===== src/rtl/dmem_mux_n_pkg.sv =====
// Shared constants for the N-way data-memory mux: error-responder data,
// byte-strobe width and the encoding of the unmapped tracking slot.
package dmem_mux_n_pkg;

   localparam logic [31:0] DMEM_UNMAPPED_DATA = 32'hDEAD_BEEF;
   localparam int          DMEM_STRB_W        = 4;

   typedef logic [31:0] dmem_word_t;

   // The unmapped slot sits one past the largest select value, so it needs SEL_W+1 bits.
   function automatic int unsigned dmem_sel_unmapped(input int unsigned sel_w);
      return 32'd1 << sel_w;
   endfunction

endpackage


===== src/rtl/dmem_mux_n_if.sv =====
// CPU-side dmem bus plus the flattened per-target buses and error status of the mux.
interface dmem_mux_n_if
   import dmem_mux_n_pkg::*;
#(
   parameter int NUM_PORTS = 4
);

   dmem_word_t                        mem_addr_i;
   dmem_word_t                        mem_data_i;
   dmem_word_t                        mem_data_o;
   logic [DMEM_STRB_W-1:0]            mem_wr_i;
   logic                              mem_rd_i;
   logic                              mem_burst_i;
   logic                              mem_accept_o;
   logic                              mem_ack_o;

   logic [32*NUM_PORTS-1:0]           out_addr_o;
   logic [32*NUM_PORTS-1:0]           out_data_o;
   logic [32*NUM_PORTS-1:0]           out_data_i;
   logic [DMEM_STRB_W*NUM_PORTS-1:0]  out_wr_o;
   logic [NUM_PORTS-1:0]              out_rd_o;
   logic [NUM_PORTS-1:0]              out_burst_o;
   logic [NUM_PORTS-1:0]              out_accept_i;
   logic [NUM_PORTS-1:0]              out_ack_i;

   logic                              err_o;
   dmem_word_t                        err_addr_o;

   // master: the CPU and the targets seen from outside the mux
   modport master (
      output mem_addr_i, mem_data_i, mem_wr_i, mem_rd_i, mem_burst_i,
      input  mem_data_o, mem_accept_o, mem_ack_o,
      input  out_addr_o, out_data_o, out_wr_o, out_rd_o, out_burst_o,
      output out_data_i, out_accept_i, out_ack_i,
      input  err_o, err_addr_o
   );

   modport slave (
      input  mem_addr_i, mem_data_i, mem_wr_i, mem_rd_i, mem_burst_i,
      output mem_data_o, mem_accept_o, mem_ack_o,
      output out_addr_o, out_data_o, out_wr_o, out_rd_o, out_burst_o,
      input  out_data_i, out_accept_i, out_ack_i,
      output err_o, err_addr_o
   );

endinterface


===== src/rtl/dmem_mux_n_tracker.sv =====
// Outstanding-transaction tracker: remembers which slot was last issued to and how
// many of its acks are still due, and decides whether a new request may issue.
module dmem_mux_tracker #(
   parameter int MAX_OUTSTANDING = 4,
   parameter int CNT_W           = 3,
   parameter int SEL_W           = 2
) (
   input  logic           clk_i,
   input  logic           rst_i,
   input  logic [SEL_W:0] sel,
   input  logic           accept,
   input  logic           ack,
   output logic           issue_ok,
   output logic [SEL_W:0] act_sel,
   output logic           ack_fwd
);

   logic [CNT_W-1:0] cnt;

   // A switch of slot waits for a full drain; the same slot may pipeline up to the limit.
   assign issue_ok = (cnt == '0) |
                     ((sel == act_sel) & (cnt < CNT_W'(MAX_OUTSTANDING)));
   assign ack_fwd  = ack & (cnt != '0);

   always_ff @(posedge clk_i or negedge rst_i) begin
      if (!rst_i) begin
         cnt     <= '0;
         act_sel <= '0;
      end else begin
         if (accept) begin
            act_sel <= sel;
         end
         case ({accept, ack_fwd})
            2'b10:   cnt <= cnt + CNT_W'(1);
            2'b01:   cnt <= cnt - CNT_W'(1);
            default: cnt <= cnt;
         endcase
      end
   end

endmodule


===== src/rtl/dmem_mux_n.sv =====
// N-way address-decoded dmem mux: broadcasts the request, issues rd/wr to the
// selected target, routes acks back from the issued slot and answers unmapped space.
module dmem_mux_n
   import dmem_mux_n_pkg::*;
#(
   parameter int NUM_PORTS       = 4,
   parameter int ADDR_MUX_START  = 24,
   parameter int SEL_W           = 2,
   parameter int MAX_OUTSTANDING = 4,
   parameter int CNT_W           = 3
) (
   input  logic            clk_i,
   input  logic            rst_i,
   dmem_mux_n_if.slave     bus
);

   localparam int             SW1          = SEL_W + 1;
   localparam logic [SW1-1:0] SEL_UNMAPPED = SW1'(dmem_sel_unmapped(SEL_W));

   logic                 req;
   logic                 unmapped;
   logic                 issue_ok;
   logic                 accept;
   logic                 port_accept;
   logic                 raw_ack;
   logic                 ack_fwd;
   logic                 resp_vld_p1;
   logic                 err_q;
   dmem_word_t           err_addr_q;
   dmem_word_t           port_data;
   logic [SEL_W-1:0]     sel;
   logic [SW1-1:0]       slot;
   logic [SW1-1:0]       act_sel;
   logic [NUM_PORTS-1:0] hit;

   assign req      = bus.mem_rd_i | (|bus.mem_wr_i);
   assign sel      = bus.mem_addr_i[ADDR_MUX_START +: SEL_W];
   assign unmapped = ({1'b0, sel} >= SW1'(NUM_PORTS));
   assign slot     = unmapped ? SEL_UNMAPPED : {1'b0, sel};

   dmem_mux_tracker #(
      .MAX_OUTSTANDING (MAX_OUTSTANDING),
      .CNT_W           (CNT_W),
      .SEL_W           (SEL_W)
   ) u_tracker (
      .clk_i    (clk_i),
      .rst_i    (rst_i),
      .sel      (slot),
      .accept   (accept),
      .ack      (raw_ack),
      .issue_ok (issue_ok),
      .act_sel  (act_sel),
      .ack_fwd  (ack_fwd)
   );

   for (genvar p = 0; p < NUM_PORTS; p++) begin : g_port
      assign hit[p]                                   = issue_ok & ~unmapped & (sel == SEL_W'(p));
      assign bus.out_addr_o[p*32 +: 32]               = bus.mem_addr_i;
      assign bus.out_data_o[p*32 +: 32]               = bus.mem_data_i;
      assign bus.out_burst_o[p]                       = bus.mem_burst_i;
      assign bus.out_rd_o[p]                          = hit[p] & bus.mem_rd_i;
      assign bus.out_wr_o[p*DMEM_STRB_W +: DMEM_STRB_W] = hit[p] ? bus.mem_wr_i : '0;
   end

   // Accept follows the addressed target; the response side follows the issued slot.
   always_comb begin
      port_accept = 1'b0;
      raw_ack     = 1'b0;
      port_data   = '0;
      for (int p = 0; p < NUM_PORTS; p++) begin
         if (sel == SEL_W'(p)) begin
            port_accept = bus.out_accept_i[p];
         end
         if (act_sel == SW1'(p)) begin
            raw_ack   = bus.out_ack_i[p];
            port_data = bus.out_data_i[p*32 +: 32];
         end
      end
      if (act_sel == SEL_UNMAPPED) begin
         raw_ack   = resp_vld_p1;
         port_data = DMEM_UNMAPPED_DATA;
      end
   end

   assign accept           = req & issue_ok & (unmapped | port_accept);
   assign bus.mem_accept_o = accept;
   assign bus.mem_ack_o    = ack_fwd;
   assign bus.mem_data_o   = port_data;
   assign bus.err_o        = err_q;
   assign bus.err_addr_o   = err_addr_q;

   // p1: error responder answers one cycle after each unmapped accept
   always_ff @(posedge clk_i or negedge rst_i) begin
      if (!rst_i) begin
         resp_vld_p1 <= 1'b0;
         err_q       <= 1'b0;
         err_addr_q  <= '0;
      end else begin
         resp_vld_p1 <= accept & unmapped;
         if (accept & unmapped) begin
            err_q <= 1'b1;
            if (!err_q) begin
               err_addr_q <= bus.mem_addr_i;
            end
         end
      end
   end

endmodule


===== src/flat_wrapper.sv =====
// flat-port wrapper written by rule: the top's interface ports become plain ports
module dmem_mux_n_flat import dmem_mux_n_pkg::*;
#(
   parameter int NUM_PORTS       = 4,
   parameter int ADDR_MUX_START  = 24,
   parameter int SEL_W           = 2,
   parameter int MAX_OUTSTANDING = 4,
   parameter int CNT_W           = 3
)
  (clk_i, rst_i, bus_mem_addr_i, bus_mem_data_i, bus_mem_wr_i, bus_mem_rd_i, bus_mem_burst_i, bus_mem_data_o, bus_mem_accept_o, bus_mem_ack_o, bus_out_addr_o, bus_out_data_o, bus_out_wr_o, bus_out_rd_o, bus_out_burst_o, bus_out_data_i, bus_out_accept_i, bus_out_ack_i, bus_err_o, bus_err_addr_o);
  dmem_mux_n_if #(.NUM_PORTS(NUM_PORTS)) bus_i ();
  input  logic clk_i;
  input  logic rst_i;
  input wire logic [$bits(bus_i.mem_addr_i)-1:0] bus_mem_addr_i;
  input wire logic [$bits(bus_i.mem_data_i)-1:0] bus_mem_data_i;
  input wire logic [$bits(bus_i.mem_wr_i)-1:0] bus_mem_wr_i;
  input wire logic [$bits(bus_i.mem_rd_i)-1:0] bus_mem_rd_i;
  input wire logic [$bits(bus_i.mem_burst_i)-1:0] bus_mem_burst_i;
  output wire logic [$bits(bus_i.mem_data_o)-1:0] bus_mem_data_o;
  output wire logic [$bits(bus_i.mem_accept_o)-1:0] bus_mem_accept_o;
  output wire logic [$bits(bus_i.mem_ack_o)-1:0] bus_mem_ack_o;
  output wire logic [$bits(bus_i.out_addr_o)-1:0] bus_out_addr_o;
  output wire logic [$bits(bus_i.out_data_o)-1:0] bus_out_data_o;
  output wire logic [$bits(bus_i.out_wr_o)-1:0] bus_out_wr_o;
  output wire logic [$bits(bus_i.out_rd_o)-1:0] bus_out_rd_o;
  output wire logic [$bits(bus_i.out_burst_o)-1:0] bus_out_burst_o;
  input wire logic [$bits(bus_i.out_data_i)-1:0] bus_out_data_i;
  input wire logic [$bits(bus_i.out_accept_i)-1:0] bus_out_accept_i;
  input wire logic [$bits(bus_i.out_ack_i)-1:0] bus_out_ack_i;
  output wire logic [$bits(bus_i.err_o)-1:0] bus_err_o;
  output wire logic [$bits(bus_i.err_addr_o)-1:0] bus_err_addr_o;
  assign bus_i.mem_addr_i = bus_mem_addr_i;
  assign bus_i.mem_data_i = bus_mem_data_i;
  assign bus_i.mem_wr_i = bus_mem_wr_i;
  assign bus_i.mem_rd_i = bus_mem_rd_i;
  assign bus_i.mem_burst_i = bus_mem_burst_i;
  assign bus_mem_data_o = bus_i.mem_data_o;
  assign bus_mem_accept_o = bus_i.mem_accept_o;
  assign bus_mem_ack_o = bus_i.mem_ack_o;
  assign bus_out_addr_o = bus_i.out_addr_o;
  assign bus_out_data_o = bus_i.out_data_o;
  assign bus_out_wr_o = bus_i.out_wr_o;
  assign bus_out_rd_o = bus_i.out_rd_o;
  assign bus_out_burst_o = bus_i.out_burst_o;
  assign bus_i.out_data_i = bus_out_data_i;
  assign bus_i.out_accept_i = bus_out_accept_i;
  assign bus_i.out_ack_i = bus_out_ack_i;
  assign bus_err_o = bus_i.err_o;
  assign bus_err_addr_o = bus_i.err_addr_o;
  dmem_mux_n #(.NUM_PORTS(NUM_PORTS), .ADDR_MUX_START(ADDR_MUX_START), .SEL_W(SEL_W), .MAX_OUTSTANDING(MAX_OUTSTANDING), .CNT_W(CNT_W)) u_core (.clk_i(clk_i), .rst_i(rst_i), .bus(bus_i));
endmodule

===== config.mk =====
export PLATFORM = sky130hd
export DESIGN_NAME = dmem_mux_n_flat
export DESIGN_NICKNAME = d
export VERILOG_FILES = /design/src/rtl/dmem_mux_n_pkg.sv /design/src/rtl/dmem_mux_n_if.sv /design/src/rtl/dmem_mux_n_tracker.sv /design/src/rtl/dmem_mux_n.sv /design/src/flat_wrapper.sv
export SDC_FILE = /design/constraint.sdc
export NUM_CORES = 1
export LEC_CHECK = 0
export CORE_AREA = 2 2 217 219
export CTS_CLUSTER_DIAMETER = 100
export DETAILED_ROUTE_END_ITERATION = 8
export DIE_AREA = 0 0 219 221
export DONT_BUFFER_PORTS = 1
export PLACE_DENSITY = 0.3
export SLEW_MARGIN = 0
export SYNTH_ARGS = -nofsm -noshare
export SYNTH_HDL_FRONTEND = slang
export SYNTH_SLANG_ARGS = --single-unit
export TNS_END_PERCENT = 100

===== constraint.sdc =====
create_clock -name clk_i -period 4.3 [get_ports clk_i]
set_input_delay 0.43 -clock clk_i [delete_from_list [all_inputs] [get_ports clk_i]]
set_output_delay 0.43 -clock clk_i [all_outputs]
set_load 0.02 [all_outputs]

# == Word-level counts from Yosys, hierarchy flattened ==
# Index checks and enable logic that the tools add are counted.
# classes
addsub,2
magnitude_cmp,1
n_eq_ne,9
n_mux,17
bitwise,14
n_reduce_logical,6
# ops
operator,count
2-to-1 mux 32 bit,4
2-to-1 mux 4 bit,4
AND 1 bit,12
== test 2 bit (second input constant),5
2-to-1 mux 1 bit,8
== test 2 x 1 -> 1 bit (second input constant),3
logical NOT 3 bit,2
case mux 3 bit (2 select lines),1
OR reduction 4 bit,1
adder 3 x 1 -> 3 bit (second input constant),1
less-than comparator 3 bit (second input constant),1
nonzero test 3 bit,1
subtractor 3 x 1 -> 3 bit (second input constant),1
== test 2 bit,1
logical NOT 2 bit,1
bitwise OR 1 bit,2
nonzero test 2 bit,1
# totals
regBits,5
input_bits,208
out_inout_bits,347
wordCells,51

# == Depth between registers and ports, before layout ==
# Gate-level depths: netlist (run 1).
# depth
ltp_word,8
ltp_mapped,11
ltp_nobuf,10

# == Modules after synthesis ==
# A second synthesis (run 1) with hierarchy kept.
# unflattened
hier_cells,458
area_unflattened_um2,3811.2
# by_module_without_submodules
mod,instances,cells_each,area_each_um2,seq_area_each_um2
dmem_mux_n,1,432,3492.1,0.0
dmem_mux_tracker,1,26,319.1,150.1

# == Worst setup path after synthesis (run 1) ==
# OpenSTA, ideal clock, no wires.
# synth_timing
path_kind,register to register
start,reg u_core.u_tracker.act_sel[0]
end,reg u_core.u_tracker.cnt[2]
setup_time_ns,0.080
arrival_time_ns,2.299
t_required_ns,4.220
setup_slack_ns,1.921
stages_incl_launch_ff,10
n_path_buf,1
synth_period_minus_slack_ns,2.379
cell_sequence,dfrtp_1 -> buf_2 -> mux4_2 -> nor2b_1 -> ha_1 -> inv_1 -> fa_1 -> xor2_1 -> nor2_1 -> xnor2_1
# synth_via
elab_chain_cells,8
elab_cells_between_ends,18
cone_classes,eq/ne: 6; mux: 5; bitwise: 5; reduce/logical: 2
# synth_lines
item,line,source
from (decl),dmem_mux_n_tracker.sv:14,"output logic [SEL_W:0] act_sel,"
from (signal assigned),dmem_mux_n_tracker.sv:31,act_sel <= sel;
logical NOT 3 bit,dmem_mux_n.sv:74,if (act_sel == SW1'(p)) begin
2-to-1 mux 1 bit (3 in a row),dmem_mux_n.sv:74,
2-to-1 mux 1 bit (*),dmem_mux_n.sv:74,
AND 1 bit (*),dmem_mux_n_tracker.sv:23,assign ack_fwd = ack & (cnt != '0);
named net bus_mem_ack_o,flat_wrapper.sv:21,output wire logic [$bits(bus_i.mem_ack_o)-1:0] bus_mem_ack_o;
== test 2 x 1 -> 1 bit / == test 2 bit (equally long branches),dmem_mux_n_tracker.sv:33,"case ({accept, ack_fwd})"
case mux 3 bit (2 select lines) / nonzero test 2 bit (equally long branches),n/a,
to (signal assigned),dmem_mux_n_tracker.sv:34,2'b10: cnt <= cnt + CNT_W'(1);
to (signal assigned),dmem_mux_n_tracker.sv:35,2'b01: cnt <= cnt - CNT_W'(1);
to (signal assigned),dmem_mux_n_tracker.sv:36,default: cnt <= cnt;
to (decl),dmem_mux_n_tracker.sv:18,logic [CNT_W-1:0] cnt;
# Mark *: on every way through the listed nets, which the timed path passes. The rest lies on a longest branch.
# A chain may end at the register's enable or synchronous reset.

# == Final worst setup path (run 1) ==
# layout_timing
start,reg u_core.u_tracker.act_sel[1]
end,reg u_core.u_tracker.cnt[2]
# The elaborated chain is that of the path after synthesis.

==> results of run 1 <==
[power by group through the flow]
stage,clock network (mW),registers (mW),logic (mW)
after floorplan,0,0.0869,1.30
after global placement,0,0.103,1.07
after detailed placement,0,0.104,1.08
after CTS,0.158,0.103,1.08
after global routing,0.162,0.107,1.13
final,0.154,0.102,1.05
[cell usage in the layout, fill, tap and decap left out]
cell type	n
xor2_1	1
dlygate4sd3_1	1
buf_4	2
and2_1	20
nor3b_1	2
dfrtp_2	2
dfrtp_1	3
nand2_1	1
nor2b_1	1
mux2i_1	1
conb_1	33
or4_4	1
ha_1	1
nor2_2	1
clkbuf_1	1
o21ai_2	1
nor2_1	2
clkbuf_16	3
nor4_1	1
inv_1	5
diode_2	1
mux2_4	1
fa_1	1
a31oi_2	1
mux2_1	1
nor3_1	2
xnor2_1	4
mux4_2	34
[worst max-delay path: cells and delay by family, from the launching register on]
kind | cells | cell delay [ns]
XOR/XNOR | 2 | 0.27
adder cells (fa/ha/maj) | 2 | 0.71
buffers and inverters | 2 | 0.47
flip-flops | 1 | 0.36
multiplexers | 1 | 0.30
AND/OR/NAND/NOR | 2 | 0.62
[sequential cells by signal, indices dropped and copies added, names as in the netlist]
signal	flops
u_core.u_tracker.act_sel	2
u_core.u_tracker.cnt	3
[cells by family (layout without fill, tap and decap cells)]
logic type,count (synthesis),after routing
simple gates,31,31
compound gates,2,2
other cells,1,34
fa+ha+maj,2,2
xor+xnor,5,5
flops,5,5
mux,37,37
buf+inv,307,12
[repair_timing]
item,in CTS,in global routing
hold buffers,1,0
endpoints found under the hold margin,5,0
endpoints found under the setup margin,0,0
[metrics by stage]
| stage | power (mW) | utilization [%] | worst slack, ns | hold slack, ns |
|---|---|---|---|---|
| finish | 1.31 | 4.84 | 1.47 | 0.355 |
| global route | 1.40 | 4.83 | 1.19 | 0.348 |
| CTS | 1.34 | 4.83 | 1.35 | 0.355 |
| detailed placement | 1.18 | 4.64 | 1.32 | 0.135 |
| global placement | 1.17 | 4.64 | 1.42 | 0.135 |
| floorplan | 1.38 | - | 1.92 | 0.134 |
[layout make-up]
class                   count  area share (%)
repair buffers              3            1.12
inverters                   5           0.843
well taps                 607            34.1
diodes                      1           0.112
multi-input cells         110            54.6
flip-flops and latches      5            5.73
clock buffers               4            3.54
[per-layer routing]
metal	part of all wire (%)	track usage [%]	routed length, µm
met2	43	5.80	4550
met4	5.5	2.92	579
met5	0.28	0	29
met3	19	3.13	1970
met1	32	4.04	3380
[worst min path at each step]
stage | start | endpoint | slack (ns) | cells past startpoint
3_5_place_dp | rst_i | u_core.u_tracker.cnt[0] | 0.14 | 0
2_1_floorplan | rst_i | u_core.u_tracker.act_sel[0] | 0.13 | 0
3_3_place_gp | rst_i | u_core.u_tracker.cnt[0] | 0.14 | 0
5_1_grt | bus_mem_addr_i[24] | u_core.u_tracker.act_sel[0] | 0.35 | 1
4_1_cts | bus_mem_addr_i[24] | u_core.u_tracker.act_sel[0] | 0.35 | 1
6_report | bus_mem_addr_i[24] | u_core.u_tracker.act_sel[0] | 0.36 | 1
==> impl_metrics.yaml, run 1 <==
sta:
  worst_slew_pin_slew_ns: 0.764
  tns_ns: 0
  fin_skew_ns: 0.000727
  rsz0062_at_grt: "false"
  fmax_ghz: 0.354
  finalMaxSlewViolations: 0
  slew_headroom_pct: 49.0
  setup_viol: 0
  fin_crit_sh_pct: 65.7
  post-route-min-period_ns: 2.83
  hold_viol_final: 0
floorplan:
  core_mm2: 0.0461
  num_rows: 79
  die_area_mm2: 0.0484
  start_util_pct: 7.57
  num_io_pins: 555
  dieWidth_um: 219
  die_y_um: 221
routing:
  drc: 0
  ant_nets: 0
  routed_wl_um: 10500
  first_pass_iters: 4
  drtIter0Drc: 38
  routedWlPerCell_um: 14.3
  vias: 1282
  routed_via_density: 1.74
setup_path:
  cp.arrival_ns: 2.98
  endpoint: "u_core.u_tracker.cnt[2]"
  crit_path_max_incr_delay_ns: 0.50
  critical_path_class: "flop to flop"
  slowest_stage: "nor2b_1"
  reg2regPathDepth: 9
  startpoint: "u_core.u_tracker.act_sel[1]"
  r2r-end: "u_core.u_tracker.cnt[2]"
  path_max_fanout: 33
  r2r_start: "u_core.u_tracker.act_sel[1]"
  cp_cell_sequence: "buf_4 > mux4_2 > nor2b_1 > ha_1 > inv_1 > fa_1 > xor2_1 > nor2_1 > xnor2_1"
  r2r_setup_slack_ns: 1.47
  critPathRequiredTime_ns: 4.45
  crit_path_end_kind: "flop"
  worstSetupStartpointType: "flop"
placed_design:
  dpl_cell_area_mm2: 0.00214
  numPortBuffers: 0
  hpwl_um: 9510
  routabilityCongestion: 0.745
  placed_cells: 729
flow_run:
  cap_violations: 0
clock_network:
  root_buffer: "clkbuf_16"
  cts.path.max_buffers: 2
  path_clk_slew_ns: 0.03
  postCtsSetupBuffers: 0
  htree_num_levels: 1
  cts.repair.resized: 0
  cts_sinks: 5
  clock_latency_ns: 0.23
  tritoncts: "built"
  cts-buffers-inserted: 3
outcome:
  status: "complete, no violations"
pwr:
  pwr-share-comb_pct: 80.4
  clkPwrFrac_pct: 11.8
  swShare_pct: 54.4
  power.switching_mw: 0.712
  p_leak_nw: 0.572
  vdd_drop_max_uv: 197
  internal_power_mw: 0.596
  power_density_mw_per_mm2: 588
  p_seq_share_pct: 7.8
synthesis:
  synthTopCellsByArea: "buf_4, mux4_2, and2_1"
  synth_edf_count: 0
  synthMuxAreaShare_pct: 23.0
  synth.distinct_cells: 26
  synthAdderAreaFrac_pct: 0.933
  synthXorXnorAreaFrac_pct: 1.26
  synth_compound_area_share_pct: 0.610
  synth_ff_type: "dfrtp_1"
  synth_top_family_by_area: "buffers and inverters"
  syn-cell-area_mm2: 0.00349
  synthSimpleGateAreaFrac_pct: 5.49
  synthMostInstantiatedCell: "buf_4"
  synthCells: 390
  ys_seq_area_share_pct: 3.59
  ys_ff_latch: 5
  synth.top_cell.area_share_pct: 63.1
  synthTopCellsByCount: "buf_4, mux4_2, and2_1"
  synth_top_area_cell: "buf_4"
  avgSynthCellArea_um2: 8.94
  synthArstFlopShare_pct: 100
  ys_warn_count: 0
final_layout:
  area_delta_synth_final_pct: -36.1
  fin_cells: 735
  layout.area.seq_um2: 128
  fillerInstances: 5479
  finalInstanceArea_mm2: 0.00223
  drive_gt1_share_pct: 36.2
  nets: 338
  multi_input_area_mm2: 0.00121
grt:
  grt_pass1_vias: 1442
  grt_max_degree: 34
  grt_pass1_wl_um: 13200
  overflow: 0
  grt_usage_pct: 4.08
  grt_antenna_before_repair: 6
min_path:
  hp-class: "primary input to flop"
(Power assumes the default switching activity.)
==> run 2, diff against run 1 <==
==> constraint.sdc (replaced) <==
create_clock -name clk_i -period 2.9 [get_ports clk_i]
set_input_delay 0.29 -clock clk_i [delete_from_list [all_inputs] [get_ports clk_i]]
set_output_delay 0.29 -clock clk_i [all_outputs]
set_load 0.02 [all_outputs]
==> run 2 against run 1 <==
  * Global-route usage is essentially flat
  * Largest cell class unchanged
  * Worst setup slack lost 0.97 ns
  * Clock skew is essentially flat
  * Largest power group unchanged
==> impl_metrics.yaml, run 2 (same netlist as run 1, synthesis figures left out) <==
pwr:
  power_density_mw_per_mm2: 876
  vdd_drop_max_uv: 236
  power_mw: 1.96
  p_leak_nw: 0.577
outcome:
  status: "complete, no violations"
floorplan:
  die_y_um: 221
  dieWidth_um: 219
  core_mm2: 0.0461
  num_io_pins: 555
  num_rows: 79
  die_area_mm2: 0.0484
  start_util_pct: 7.57
grt:
  grt_pass1_wl_um: 13300
  use_met1_pct: 3.60
  grt_pass1_vias: 1456
  overflow: 0
  grt_usage_pct: 4.10
  top_usage_layer: "met2"
  use_met2_pct: 5.83
  use_met3_pct: 3.79
  grt_antenna_before_repair: 9
  grt_max_degree: 34
clock_network:
  tritoncts: "built"
  cts.path.max_buffers: 2
  cts-buffers-inserted: 3
  postCtsSetupBuffers: 0
  cts_sinks: 5
  root_buffer: "clkbuf_16"
  path_clk_slew_ns: 0.03
  clock_latency_ns: 0.23
  cts.repair.resized: 0
  htree_num_levels: 1
setup_path:
  critPathRequiredTime_ns: 2.61
  r2r_setup_slack_ns: 0.62
  crit_path_end_kind: "output port"
  crit_cells: 4
  reg2regPathDepth: 10
  worstSetupStartpointType: "flop"
  crit_path_max_incr_delay_ns: 0.66
  path_max_fanout: 5
  critPathBufInv: 0
  crit_family: "simple AND/OR/NAND/NOR gates"
  cp_cell_sequence: "nor3_1 > a31oi_2 > nor3b_1 > and2_1"
  slowest_stage: "nor3b_1"
  cp.arrival_ns: 2.11
  critical_path_class: "flop to output port"
final_layout:
  final_common_cell: "mux4_2"
  largest_reg_flops: 3
  nets: 339
  mostFrequentLayoutCells: "mux4_2, conb_1, and2_1"
  area_delta_synth_final_pct: -35.8
  fin_cells: 738
  drive_gt1_share_pct: 36.7
  finalInstanceArea_mm2: 0.00224
  fillerInstances: 5472
  regMostFlops: "u_core.u_tracker.cnt"
  layout.area.seq_um2: 128
  largest_registers: "u_core.u_tracker.cnt: 3 flops, u_core.u_tracker.act_sel: 2 flops"
  multi_input_area_mm2: 0.00121
placed_design:
  routabilityCongestion: 0.744
  placed_cells: 730
  numPortBuffers: 0
  hpwl_um: 9540
  dpl_cell_area_mm2: 0.00214
routing:
  ant_nets: 0
  drtIter0Drc: 53
  routed_wl_um: 10600
  vias: 1308
  routedWlPerCell_um: 14.4
  routed_via_density: 1.77
  drc: 0
  first_pass_iters: 4
min_path:
  hp-class: "primary input to flop"
  hold_depth: 1
sta:
  post-route-min-period_ns: 2.40
  fmax_ghz: 0.417
  hold_viol_final: 0
  hold_slack_ns: 0.209
  finalMaxSlewViolations: 0
  slew_headroom_pct: 48.7
  rsz0062_at_grt: "false"
  tns_ns: 0
  worst_slew_pin_slew_ns: 0.768
  fin_skew_ns: 0.000902
  fin_crit_sh_pct: 82.8
  setup_viol: 0
flow_run:
  cap_violations: 0
run 2: changes by cell type in the layout (fill, tap and decap cells not counted):
cell     delta
diode_2     +2
buf_4       +1
run 2: worst paths after layout:
path | start | endpoint
worst max-delay path | u_core.u_tracker.cnt[0] | bus_out_wr_o[4]
worst min-delay path | bus_mem_addr_i[24] | u_core.u_tracker.act_sel[0]
worst max register to register | u_core.u_tracker.cnt[0] | u_core.u_tracker.cnt[2]
worst min register to register | u_core.u_tracker.cnt[0] | u_core.u_tracker.cnt[0]
max in group asynchronous | rst_i | u_core.u_tracker.act_sel[0]
min in group asynchronous | rst_i | u_core.u_tracker.cnt[2]
run 2: repair_timing:
item	in CTS	in global routing
hold buffers	1	0
setup endpoints to repair	0	0
hold endpoints to repair	5	0
run 2: routing by layer:
metal / vias up / part of all wire, %
met1: 542 / 28
met5: - / 0.65
met4: 10 / 5.6
met3: 73 / 22
met2: 255 / 44
li1: 428 / -
run 2: per-stage QoR:
| step | util [%] | setup slack [ns] |
|---|---|---|
| after floorplan | - | 0.521 |
| after global placement | 4.65 | 0.460 |
| after detailed placement | 4.65 | 0.479 |
| after CTS | 4.85 | 0.371 |
| after global routing | 4.85 | 0.247 |
| final | 4.86 | 0.499 |
run 2: power by group:
part           switching (mW)  internal (mW)  leakage (nW)
combinational           0.982          0.600         0.482
clock                  0.0460          0.182        0.0382
sequential             0.0380          0.114        0.0566
total                    1.07          0.897         0.577
run 2: layout make-up:
| type | count | share of cell area, % |
|---|---|---|
| inverters | 5 | 0.838 |
| multi-input cells | 110 | 54.2 |
| repair buffers | 4 | 1.45 |
| flip-flops and latches | 5 | 5.70 |
| diodes | 3 | 0.335 |
| well taps | 607 | 33.9 |
| clock buffers | 4 | 3.52 |
==> run 3, diff against run 2 <==
==> constraint.sdc (replaced) <==
create_clock -name clk_i -period 2.32 [get_ports clk_i]
set_input_delay 0.232 -clock clk_i [delete_from_list [all_inputs] [get_ports clk_i]]
set_output_delay 0.232 -clock clk_i [all_outputs]
set_load 0.02 [all_outputs]
==> run 3 against run 2 <==
  * Critical path depth is 1 higher
  * Die area stayed put
  * First-iteration DRC count is 32% lower
  * Largest cell class unchanged
  * Cell count is 0.27% higher
  * Global-route usage is 0.19 points lower
  * Power is 29% higher
==> impl_metrics.yaml, run 3 (same netlist as run 1, synthesis figures left out) <==
routing:
  drtIter0Drc: 36
  routed_via_density: 1.75
  first_pass_iters: 4
  routed_wl_um: 10000
  drc: 0
  routedWlPerCell_um: 13.5
  ant_nets: 0
  vias: 1298
placed_design:
  routabilityCongestion: 0.670
  hpwl_um: 8930
  placed_cells: 734
  numPortBuffers: 0
  place_ws_ns: 0.159
min_path:
  hold_depth: 1
  hp-class: "primary input to flop"
  hp-start: "bus_mem_addr_i[25]"
  hold_end: "u_core.u_tracker.act_sel[1]"
flow_run:
  cap_violations: 0
pwr:
  p_seq_share_pct: 7.9
  pwr-share-comb_pct: 80.9
  internal_power_mw: 1.16
  clkPwrFrac_pct: 11.2
  power_mw: 2.54
  vdd_drop_max_uv: 275
  power_density_mw_per_mm2: 1120
  p_leak_nw: 0.598
  power.switching_mw: 1.37
  swShare_pct: 54.2
sta:
  fin_crit_sh_pct: 98.3
  fmax_ghz: 0.438
  tns_ns: 0
  slew_headroom_pct: 65.6
  fin_skew_ns: 0.00256
  rsz0062_at_grt: "true"
  post-route-min-period_ns: 2.28
  setup_slack_ns: 0.0385
  setup_viol: 0
  worst_slew_pin_slew_ns: 0.516
  hold_viol_final: 0
  finalMaxSlewViolations: 0
final_layout:
  nets: 343
  regMostFlops: "u_core.u_tracker.cnt"
  final_util_pct: 4.92
  area_delta_synth_final_pct: -35.0
  final_common_cell: "mux4_2"
  mostFrequentLayoutCells: "mux4_2, conb_1, and2_1"
  drive_gt1_share_pct: 39.4
  fin_cells: 740
  largest_reg_flops: 3
  largest_registers: "u_core.u_tracker.cnt: 3 flops, u_core.u_tracker.act_sel: 2 flops"
floorplan:
  core_mm2: 0.0461
  num_rows: 79
  num_io_pins: 555
  die_area_mm2: 0.0484
  die_y_um: 221
  start_util_pct: 7.57
  dieWidth_um: 219
grt:
  grt_usage_pct: 3.91
  grt_antenna_before_repair: 6
  grt_max_degree: 25
  use_met1_pct: 3.07
  use_met3_pct: 3.23
  grt_pass1_vias: 1528
  overflow: 0
  use_met2_pct: 6.11
  top_usage_layer: "met2"
  grt_pass1_wl_um: 12200
setup_path:
  critPathRequiredTime_ns: 2.09
  slowest_stage: "nor3b_1"
  path_max_fanout: 5
  critPathBufInv: 1
  crit_path_end_kind: "output port"
  cp.arrival_ns: 2.05
  r2r_start: "u_core.u_tracker.act_sel[0]"
  r2r_setup_slack_ns: 0.25
  worstSetupStartpointType: "flop"
  reg2regPathDepth: 8
  crit_path_max_incr_delay_ns: 0.44
  cp_cell_sequence: "nor3_1 > a31oi_2 > buf_4 > nor3b_1 > and2_1"
  crit_family: "simple AND/OR/NAND/NOR gates"
  r2r-end: "u_core.u_tracker.cnt[2]"
  critical_path_class: "flop to output port"
clock_network:
  cts.path.max_buffers: 2
  path_clk_slew_ns: 0.03
  postCtsSetupBuffers: 0
  tritoncts: "built"
  cts-buffers-inserted: 3
  cts.repair.resized: 0
  root_buffer: "clkbuf_16"
  cts_sinks: 5
  clock_latency_ns: 0.23
  htree_num_levels: 1
outcome:
  status: "complete, no violations"
run 3: changes by cell type in the layout (fill, tap and decap cells not counted), sizes merged:
cell | before | now
buf | 3 | 7
diode | 3 | 1
run 3: power by group through the flow:
| stage | Combinational, mW | Clock [mW] | Sequential [mW] |
|---|---|---|---|
| finish | 2.05 | 0.284 | 0.201 |
| detailed placement | 2.12 | 0 | 0.206 |
| CTS | 2.14 | 0.291 | 0.206 |
| floorplan | 2.41 | 0 | 0.161 |
| global placement | 2.13 | 0 | 0.206 |
| global route | 2.23 | 0.297 | 0.211 |
run 3: layout make-up:
| class | instances | area, µm² |
|---|---|---|
| Clock buffer | 4 | 78.8 |
| Sequential cell | 5 | 128 |
| Multi-Input combinational cell | 110 | 1220 |
| Antenna cell | 1 | 2.50 |
| Fill cell | 5502 | 43800 |
| Timing Repair Buffer | 8 | 62.6 |
| Tap cell | 607 | 759 |
| Inverter | 5 | 18.8 |
run 3: worst max path at each step:
stage	endpoint	startpoint	slack, ns	cells after the start
floorplan	u_core.u_tracker.cnt[2]	u_core.u_tracker.act_sel[0]	0.08	9
global placement	bus_out_wr_o[6]	u_core.u_tracker.cnt[0]	0.18	5
detailed placement	u_core.u_tracker.cnt[2]	bus_mem_wr_i[1]	0.16	10
CTS	bus_out_wr_o[6]	u_core.u_tracker.cnt[0]	0.02	5
global route	bus_out_wr_o[6]	u_core.u_tracker.cnt[0]	-0.13	5
finish	bus_out_rd_o[1]	u_core.u_tracker.cnt[0]	0.04	5
run 3: through the flow:
step                      hold slack, ns  instance area, µm²
after detailed placement         -0.0618                2180
after floorplan                  -0.0636                3610
after CTS                          0.154                2260
final                              0.159                2270
after global placement           -0.0618                2180
after global routing               0.149                2260
run 3: timing repair:
item                       in CTS  in global routing
hold endpoints to repair        5                  0
hold buffers                    1                  0
setup endpoints to repair       0                 15
run 3: routing by layer:
layer  wire length, µm  share of wire [%]
met5                41               0.41
met4               645                6.4
met3              1930                 19
met2              4770                 48
met1              2640                 26
